**config.mk**
```make
export PLATFORM = sky130hd
export DESIGN_NAME = init_cmd_sequencer_flat
export DESIGN_NICKNAME = d
export VERILOG_FILES = /design/src/rtl/init_cmd_sequencer_if.sv /design/src/rtl/init_cmd_sequencer.sv /design/src/flat_wrapper.sv
export SDC_FILE = /design/constraint.sdc
export NUM_CORES = 1
export LEC_CHECK = 0
export BUFFER_PORTS_ARGS = -buffer_cell sky130_fd_sc_hd__clkbuf_2
export CAP_MARGIN = 20
export CORE_MARGIN = 2
export CORE_UTILIZATION = 54
export DETAILED_ROUTE_END_ITERATION = 8
export PLACE_DENSITY_LB_ADDON = 0.15
export SETUP_SLACK_MARGIN = 0.3
export SKIP_CTS_REPAIR_TIMING = 1
export SLEW_MARGIN = 10
export SYNTH_ARGS = -nofsm -noshare
export SYNTH_HDL_FRONTEND = slang
export SYNTH_SLANG_ARGS = --single-unit
```
**constraint.sdc**
```tcl
create_clock -name clk -period 2.4 [get_ports clk]
set_input_delay 0 -clock clk [delete_from_list [all_inputs] [get_ports clk]]
set_output_delay 0 -clock clk [all_outputs]
set_load 0.02 [all_outputs]
```
**src/rtl/init_cmd_sequencer_if.sv**
```systemverilog
// CPU write bus between the bus control logic and the 8259A control-word sequencer.
// The bus control logic drives it; the sequencer samples it.
interface init_cmd_sequencer_if;
  logic       wr_strobe;
  logic       A0;
  logic [7:0] data_in;

  modport master (output wr_strobe, A0, data_in);
  modport slave  (input  wr_strobe, A0, data_in);
endinterface

```
**src/rtl/init_cmd_sequencer.sv**
```systemverilog
// 8259A control-word sequencer.
// Walks the ICW1..ICW4 initialisation sequence and then routes OCW1/OCW2/OCW3 writes.
// Holds the programmed configuration and issues one-cycle command pulses.
module init_cmd_sequencer #(
  parameter logic [2:0] SLAVE_ID_RST = 3'd7
) (
  input  logic                        clk,
  input  logic                        reset,
  init_cmd_sequencer_if.slave         bus,
  output logic                        init_done,
  output logic                        ltim,
  output logic                        single,
  output logic [4:0]                  vector_base,
  output logic [7:0]                  cascade_cfg,
  output logic                        aeoi,
  output logic                        sfnm,
  output logic [7:0]                  imr,
  output logic                        special_mask,
  output logic                        read_isr,
  output logic                        icw1_pulse,
  output logic                        ocw2_pulse,
  output logic [2:0]                  ocw2_rsl,
  output logic [2:0]                  ocw2_lvl,
  output logic                        poll_pulse
);

  localparam logic [2:0] UNINIT    = 3'd0;
  localparam logic [2:0] WAIT_ICW2 = 3'd1;
  localparam logic [2:0] WAIT_ICW3 = 3'd2;
  localparam logic [2:0] WAIT_ICW4 = 3'd3;
  localparam logic [2:0] READY     = 3'd4;

  logic [2:0] state_q, state_d;
  logic       ltim_q, ltim_d;
  logic       single_q, single_d;
  logic       ic4_q, ic4_d;
  logic [4:0] vector_base_q, vector_base_d;
  logic [7:0] cascade_cfg_q, cascade_cfg_d;
  logic       aeoi_q, aeoi_d;
  logic       sfnm_q, sfnm_d;
  logic [7:0] imr_q, imr_d;
  logic       special_mask_q, special_mask_d;
  logic       read_isr_q, read_isr_d;
  logic       icw1_pulse_q, icw1_pulse_d;
  logic       ocw2_pulse_q, ocw2_pulse_d;
  logic [2:0] ocw2_rsl_q, ocw2_rsl_d;
  logic [2:0] ocw2_lvl_q, ocw2_lvl_d;
  logic       poll_pulse_q, poll_pulse_d;

  logic [7:0] d;
  logic       is_icw1;

  assign d       = bus.data_in;
  assign is_icw1 = bus.wr_strobe && !bus.A0 && d[4];

  // Decode one accepted write into next state, config registers and command pulses
  always_comb begin
    state_d        = state_q;
    ltim_d         = ltim_q;
    single_d       = single_q;
    ic4_d          = ic4_q;
    vector_base_d  = vector_base_q;
    cascade_cfg_d  = cascade_cfg_q;
    aeoi_d         = aeoi_q;
    sfnm_d         = sfnm_q;
    imr_d          = imr_q;
    special_mask_d = special_mask_q;
    read_isr_d     = read_isr_q;
    ocw2_rsl_d     = ocw2_rsl_q;
    ocw2_lvl_d     = ocw2_lvl_q;
    icw1_pulse_d   = 1'b0;
    ocw2_pulse_d   = 1'b0;
    poll_pulse_d   = 1'b0;

    if (is_icw1) begin
      ltim_d         = d[3];
      single_d       = d[1];
      ic4_d          = d[0];
      imr_d          = 8'h00;
      special_mask_d = 1'b0;
      read_isr_d     = 1'b0;
      aeoi_d         = 1'b0;
      sfnm_d         = 1'b0;
      cascade_cfg_d  = {5'b0, SLAVE_ID_RST};
      icw1_pulse_d   = 1'b1;
      state_d        = WAIT_ICW2;
    end else if (bus.wr_strobe) begin
      case (state_q)
        WAIT_ICW2: if (bus.A0) begin
          vector_base_d = d[7:3];
          if (!single_q)  state_d = WAIT_ICW3;
          else if (ic4_q) state_d = WAIT_ICW4;
          else            state_d = READY;
        end
        WAIT_ICW3: if (bus.A0) begin
          cascade_cfg_d = d;
          state_d       = ic4_q ? WAIT_ICW4 : READY;
        end
        WAIT_ICW4: if (bus.A0) begin
          aeoi_d  = d[1];
          sfnm_d  = d[4];
          state_d = READY;
        end
        READY: begin
          if (bus.A0) begin
            imr_d = d;
          end else if (!d[3]) begin
            ocw2_rsl_d   = d[7:5];
            ocw2_lvl_d   = d[2:0];
            ocw2_pulse_d = 1'b1;
          end else begin
            if (d[6]) special_mask_d = d[5];
            if (d[1]) read_isr_d     = d[0];
            poll_pulse_d = d[2];
          end
        end
        default: ;
      endcase
    end
  end

  // Register all state; reset overrides any write in the same cycle
  always_ff @(posedge clk) begin
    if (reset) begin
      state_q        <= UNINIT;
      ltim_q         <= 1'b0;
      single_q       <= 1'b0;
      ic4_q          <= 1'b0;
      vector_base_q  <= 5'd0;
      cascade_cfg_q  <= {5'b0, SLAVE_ID_RST};
      aeoi_q         <= 1'b0;
      sfnm_q         <= 1'b0;
      imr_q          <= 8'h00;
      special_mask_q <= 1'b0;
      read_isr_q     <= 1'b0;
      icw1_pulse_q   <= 1'b0;
      ocw2_pulse_q   <= 1'b0;
      ocw2_rsl_q     <= 3'd0;
      ocw2_lvl_q     <= 3'd0;
      poll_pulse_q   <= 1'b0;
    end else begin
      state_q        <= state_d;
      ltim_q         <= ltim_d;
      single_q       <= single_d;
      ic4_q          <= ic4_d;
      vector_base_q  <= vector_base_d;
      cascade_cfg_q  <= cascade_cfg_d;
      aeoi_q         <= aeoi_d;
      sfnm_q         <= sfnm_d;
      imr_q          <= imr_d;
      special_mask_q <= special_mask_d;
      read_isr_q     <= read_isr_d;
      icw1_pulse_q   <= icw1_pulse_d;
      ocw2_pulse_q   <= ocw2_pulse_d;
      ocw2_rsl_q     <= ocw2_rsl_d;
      ocw2_lvl_q     <= ocw2_lvl_d;
      poll_pulse_q   <= poll_pulse_d;
    end
  end

  assign init_done    = (state_q == READY);
  assign ltim         = ltim_q;
  assign single       = single_q;
  assign vector_base  = vector_base_q;
  assign cascade_cfg  = cascade_cfg_q;
  assign aeoi         = aeoi_q;
  assign sfnm         = sfnm_q;
  assign imr          = imr_q;
  assign special_mask = special_mask_q;
  assign read_isr     = read_isr_q;
  assign icw1_pulse   = icw1_pulse_q;
  assign ocw2_pulse   = ocw2_pulse_q;
  assign ocw2_rsl     = ocw2_rsl_q;
  assign ocw2_lvl     = ocw2_lvl_q;
  assign poll_pulse   = poll_pulse_q;

endmodule

```
**src/flat_wrapper.sv**
```systemverilog
// flat-port wrapper written by rule: the top's interface ports become plain ports
module init_cmd_sequencer_flat 
#(
  parameter logic [2:0] SLAVE_ID_RST = 3'd7
)
  (clk, reset, init_done, ltim, single, vector_base, cascade_cfg, aeoi, sfnm, imr, special_mask, read_isr, icw1_pulse, ocw2_pulse, ocw2_rsl, ocw2_lvl, poll_pulse, bus_wr_strobe, bus_A0, bus_data_in);
  init_cmd_sequencer_if bus_i ();
  input  logic clk;
  input  logic reset;
  output logic init_done;
  output logic ltim;
  output logic single;
  output logic [4:0] vector_base;
  output logic [7:0] cascade_cfg;
  output logic aeoi;
  output logic sfnm;
  output logic [7:0] imr;
  output logic special_mask;
  output logic read_isr;
  output logic icw1_pulse;
  output logic ocw2_pulse;
  output logic [2:0] ocw2_rsl;
  output logic [2:0] ocw2_lvl;
  output logic poll_pulse;
  input wire logic [$bits(bus_i.wr_strobe)-1:0] bus_wr_strobe;
  input wire logic [$bits(bus_i.A0)-1:0] bus_A0;
  input wire logic [$bits(bus_i.data_in)-1:0] bus_data_in;
  assign bus_i.wr_strobe = bus_wr_strobe;
  assign bus_i.A0 = bus_A0;
  assign bus_i.data_in = bus_data_in;
  init_cmd_sequencer #(.SLAVE_ID_RST(SLAVE_ID_RST)) u_core (.clk(clk), .reset(reset), .bus(bus_i), .init_done(init_done), .ltim(ltim), .single(single), .vector_base(vector_base), .cascade_cfg(cascade_cfg), .aeoi(aeoi), .sfnm(sfnm), .imr(imr), .special_mask(special_mask), .read_isr(read_isr), .icw1_pulse(icw1_pulse), .ocw2_pulse(ocw2_pulse), .ocw2_rsl(ocw2_rsl), .ocw2_lvl(ocw2_lvl), .poll_pulse(poll_pulse));
endmodule
```
---- Word-level counts from Yosys, hierarchy flattened ----
Cells that the tools add are included.
storage, ports and cells
  output and inout bits ................... 37
  logic and storage cells ................. 60
  bits in registers ....................... 40
  bits of input ports ..................... 12
cells by class
  mux-type cells .......................... 10
  reductions and logical operators ........ 18
  bitwise operators ....................... 5
  eq/ne operators ......................... 10
operator list
  kind                  number
  $reduce_and A5 Y1     5
  $mux W3               5
  $ne A3 B2 Y1 const B  3
  $pmux W3 S3           1
  $reduce_and A3 Y1     3
  $eq A3 B2 Y1 const B  2
  $ne A2 B2 Y1 const B  3
  $reduce_or A6 Y1      1
  $not A1 Y1            5
  $reduce_or A5 Y1      1
  $mux W1               4
  $reduce_and A4 Y1     1
  $reduce_bool A4 Y1    1
  $eq A3 B1 Y1 const B  1
  $eq A3 B3 Y1 const B  1
  $reduce_bool A3 Y1    1
  $logic_and A1 B1 Y1   2
  $reduce_bool A2 Y1    1
  $reduce_or A2 Y1      1
  $logic_not A1 Y1      1

---- Logic depth before layout (Yosys ltp) ----
  word-level depth ........................ 6
  mapped depth ............................ 6
  mapped depth without buffers ............ 4

---- Worst setup path after synthesis ----
No wires, ideal clock.
  path kind ............................... register to register
  start ................................... register u_core.state_q[1]
  end ..................................... register u_core.read_isr_q (netlist: u_core.read_isr)
  stages on the path, launching flop included .. 6
  setup time .............................. 70 ps
  buffers on the path ..................... 2
  data required time ...................... 2330 ps
  slack ................................... 984 ps
  arrival ................................. 1345 ps
  clock period less this slack ............ 1416 ps
  cell sequence ........................... dfxtp_1 buf_6 or3b_1 buf_2 or3_1 a21oi_1
between the ends
  longest elaborated chain between the ends .. 2
ends and longest elaborated chain
  item                         line                       source
  start: declaration           init_cmd_sequencer.sv:33   logic [2:0] state_q, state_d;
  start signal: assignment     init_cmd_sequencer.sv:142  state_q <= state_d;
  $eq A3 B3 Y1                 init_cmd_sequencer.sv:88   case (state_q)
  $reduce_and A5 Y1 (no line)  -
  end signal: assignment       init_cmd_sequencer.sv:152  read_isr_q <= read_isr_d;
  end: declaration             init_cmd_sequencer.sv:43   logic read_isr_q, read_isr_d;
Every way passes these cells.
A chain may end at the register's enable or synchronous reset.

---- Worst setup path after layout ----
  start ................................... register u_core.state_q[2]
  end ..................................... output port init_done
between the ends
  longest elaborated chain between the ends .. 1
ends and longest elaborated chain
  item              line                       source
  $eq A3 B3 Y1      init_cmd_sequencer.sv:161  assign init_done = (state_q == READY);
  end: declaration  flat_wrapper.sv:10         output logic init_done;
Every way passes these cells.

==> flow_summary.yaml <==
status:
  outcome: "finished, violations left"
  violations: "hold timing"
global_routing:
  grt_antenna_before_repair: 0
  gr-usage-all-layers: 0.248
  first_global_vias: 1362
  met1_capacity_usage_during_global_routing: 0.325
  global_route.usage.met2: 0.372
  groute.layer.met3.usage: 0.0764
  grt.overflow.total: 0
  global_route_wire_length_before_repair_mm: 6.34
  global_route.peak_usage_layer: "met2"
  grt_max_degree: 21
critical_path:
  startpoint_type: "flip-flop"
  worst-endpoint-arrival_ns: 1.78
  criticalPathCategory: "flip-flop to output port"
  crit_path_max_fanout: 12
  crit_required_ns: 2.40
  crit_path_end_kind: "output port"
cells_and_area:
  stdcell_count: 274
  layout.cells.most_common_list: "clkbuf_2, dfxtp_1, a21oi_1, nand3_1, o21ai_0"
  layout-drive-gt1-share: 0.245
  design.final.nets: 252
  final_common_cell: "clkbuf_2"
  synthToLayoutAreaGrowth_pct: 19.7
  postLayoutCoreUtil: 0.666
  antenna_cells: 0
  stdcell_area_um2: 1980
power_and_ir_drop:
  p_comb_frac: 0.084
  power.total_mw: 1.12
  power.share.sequential: 0.602
  clock_power_share: 0.315
  power.switching_fraction: 0.253
  power.ir.vdd_worst_v: 0.000398
  total_leakage_power_nw: 0.772
  p_per_area_nw_per_um2: 566
  netSwitchingPower_mw: 0.284
  internal-power_mw: 0.838
clocking:
  cts_buffers: 5
  max-clock-path-buffers: 2
  clkSlewWorstSetupHoldPaths_ns: 0.12
  insertion_delay_ns: 0.35
  cts_root_buf: "clkbuf_4"
  tritoncts: "yes"
  cts_sinks: 40
  cts.htree.levels: 2
drt:
  detail_route.iter0.violations: 101
  vias_after_detailed_routing: 1598
  drt-vias-per-instance: 5.83
  ant_nets: 0
  drt_pre_antenna_iters: 4
  routed_wirelength_mm: 4.18
  avgRoutedWirePerCell_um: 15.3
  detail_route.drc_violations: 0
yosys:
  number_of_nets_produced_by_synthesis: 208
  syn_area_per_cell_um2: 8.45
  synth.cell_area_um2: 1660
  yosys.cell_types.count: 30
  syn-instance-count: 196
  synth.ff_latch_count: 40
  ys_warns: 0
  synth_seq_area_share: 0.483
place:
  pre_cts_ws_ns: 0.792
  placed_area_um2: 1860
  gp_congestion: 0.822
  port_buffers: 48
  detailedPlacementHpwl_mm: 2.89
  numPlacedInstances: 260
sta:
  timing.slew.headroom: 0.494
  holdWs_ns: -0.0108
  fin_setup_tns_ns: 0
  postLayoutSetupSlackWorst_ns: 0.616
  worst_clock_skew_ns: 0.00679
  final-setup-viol-count: 0
  period_share: 0.743
  worstMarginPinSlew_ns: 0.759
  rsz_0062_raised_after_global_routing: "no"
  fmax_mhz: 561
  slew_viol_final: 0
  report.final.hold_viol_count: 2
  layout_min_cycle_time_ns: 1.78
worst_hold_path:
  hp-class: "input pin to flip-flop"
floorplan:
  dieWidth_um: 59.4
  boundaryPins: 49
  dieHeight_um: 59.4
  initial_utilization: 0.556
  fp.coreArea_um2: 2980
  fp.dieArea_um2: 3530
  num_rows: 20
flow_run:
  timing.max_cap.violations: 0
routing by layer:
layer	share of wire	vias up
met4	0.0093	0
met1	0.45	747
met2	0.48	50
met5	0	-
met3	0.059	4
li1	-	797
critical path, stage by stage, from the launching register on:
cell and delay (ns):
dfxtp_1 0.51, or3b_1 0.53, inv_2 0.20, clkbuf_2 0.20
power groups by stage:
stage,clock [mW],combinational (mW),sequential (mW)
floorplan,0,0.0546,0.691
global placement,0,0.0822,0.689
detailed placement,0,0.0840,0.690
CTS,0.358,0.0845,0.675
global route,0.391,0.101,0.676
finish,0.353,0.0939,0.675
worst paths after layout:
check | from | endpoint | slack, ns | cells after the start
worst max-delay path | u_core.state_q[2] | init_done | 0.62 | 3
worst min-delay path | bus_data_in[5] | u_core.ocw2_rsl[0] | -0.01 | 3
worst max register to register | u_core.state_q[2] | u_core.read_isr | 0.75 | 3
worst min register to register | u_core.ocw2_lvl[2] | u_core.ocw2_lvl[2] | 0.48 | 2
Yosys cell counts, drive strengths merged:
master	number	area share
inv	4	0.0091
nand3	31	0.094
nand2b	5	0.019
o21a	1	0.0045
and3b	2	0.011
clkbuf	12	0.027
nand4b	3	0.016
a2bb2oi	1	0.0053
a21oi	33	0.10
a31o	1	0.0053
nor2	3	0.0068
nor4b	1	0.0091
mux2i	2	0.012
or4b	1	0.0060
nor3	2	0.0060
nand4	1	0.0038
dfxtp	40	0.48
or3	1	0.0038
and2	1	0.0038
o311ai	1	0.0053
nor2b	4	0.015
and4b	1	0.0060
nand3b	4	0.018
nand2	3	0.0068
or3b	1	0.0053
buf	5	0.019
a211oi	2	0.0091
o21ai	30	0.091
cell type report:
| class | instances | area (um^2) |
|---|---|---|
| inverter | 4 | 15.0 |
| sequential | 40 | 801 |
| clock inverter | 2 | 10.0 |
| multi-input combinational | 135 | 764 |
| fill | 270 | 995 |
| tap | 33 | 41.3 |
| timing repair buffer | 54 | 300 |
| clock buffer | 6 | 51.3 |
registers in the layout, indices dropped and copies added, names as in the netlist:
register and flops:
u_core.ltim 1, u_core.ic4_q 1, u_core.single 1, u_core.ocw2_lvl 3, u_core.icw1_pulse 1, u_core.aeoi 1
u_core.sfnm 1, u_core.cascade_cfg 8, u_core.poll_pulse 1, u_core.imr 8, u_core.state_q 3, u_core.ocw2_pulse 1
u_core.read_isr 1, u_core.special_mask 1, u_core.ocw2_rsl 3, u_core.vector_base 5
logic make-up (layout without fill, tap and decap cells):
family,Yosys count,after routing,synth area share
AOI/OAI and AO/OA,69,69,0.220
muxes,2,2,0.0121
buffers and inverters,21,66,0.0551
and+or+nand+nor,64,64,0.230
DFF,40,40,0.483
(Power assumes the default switching activity.)
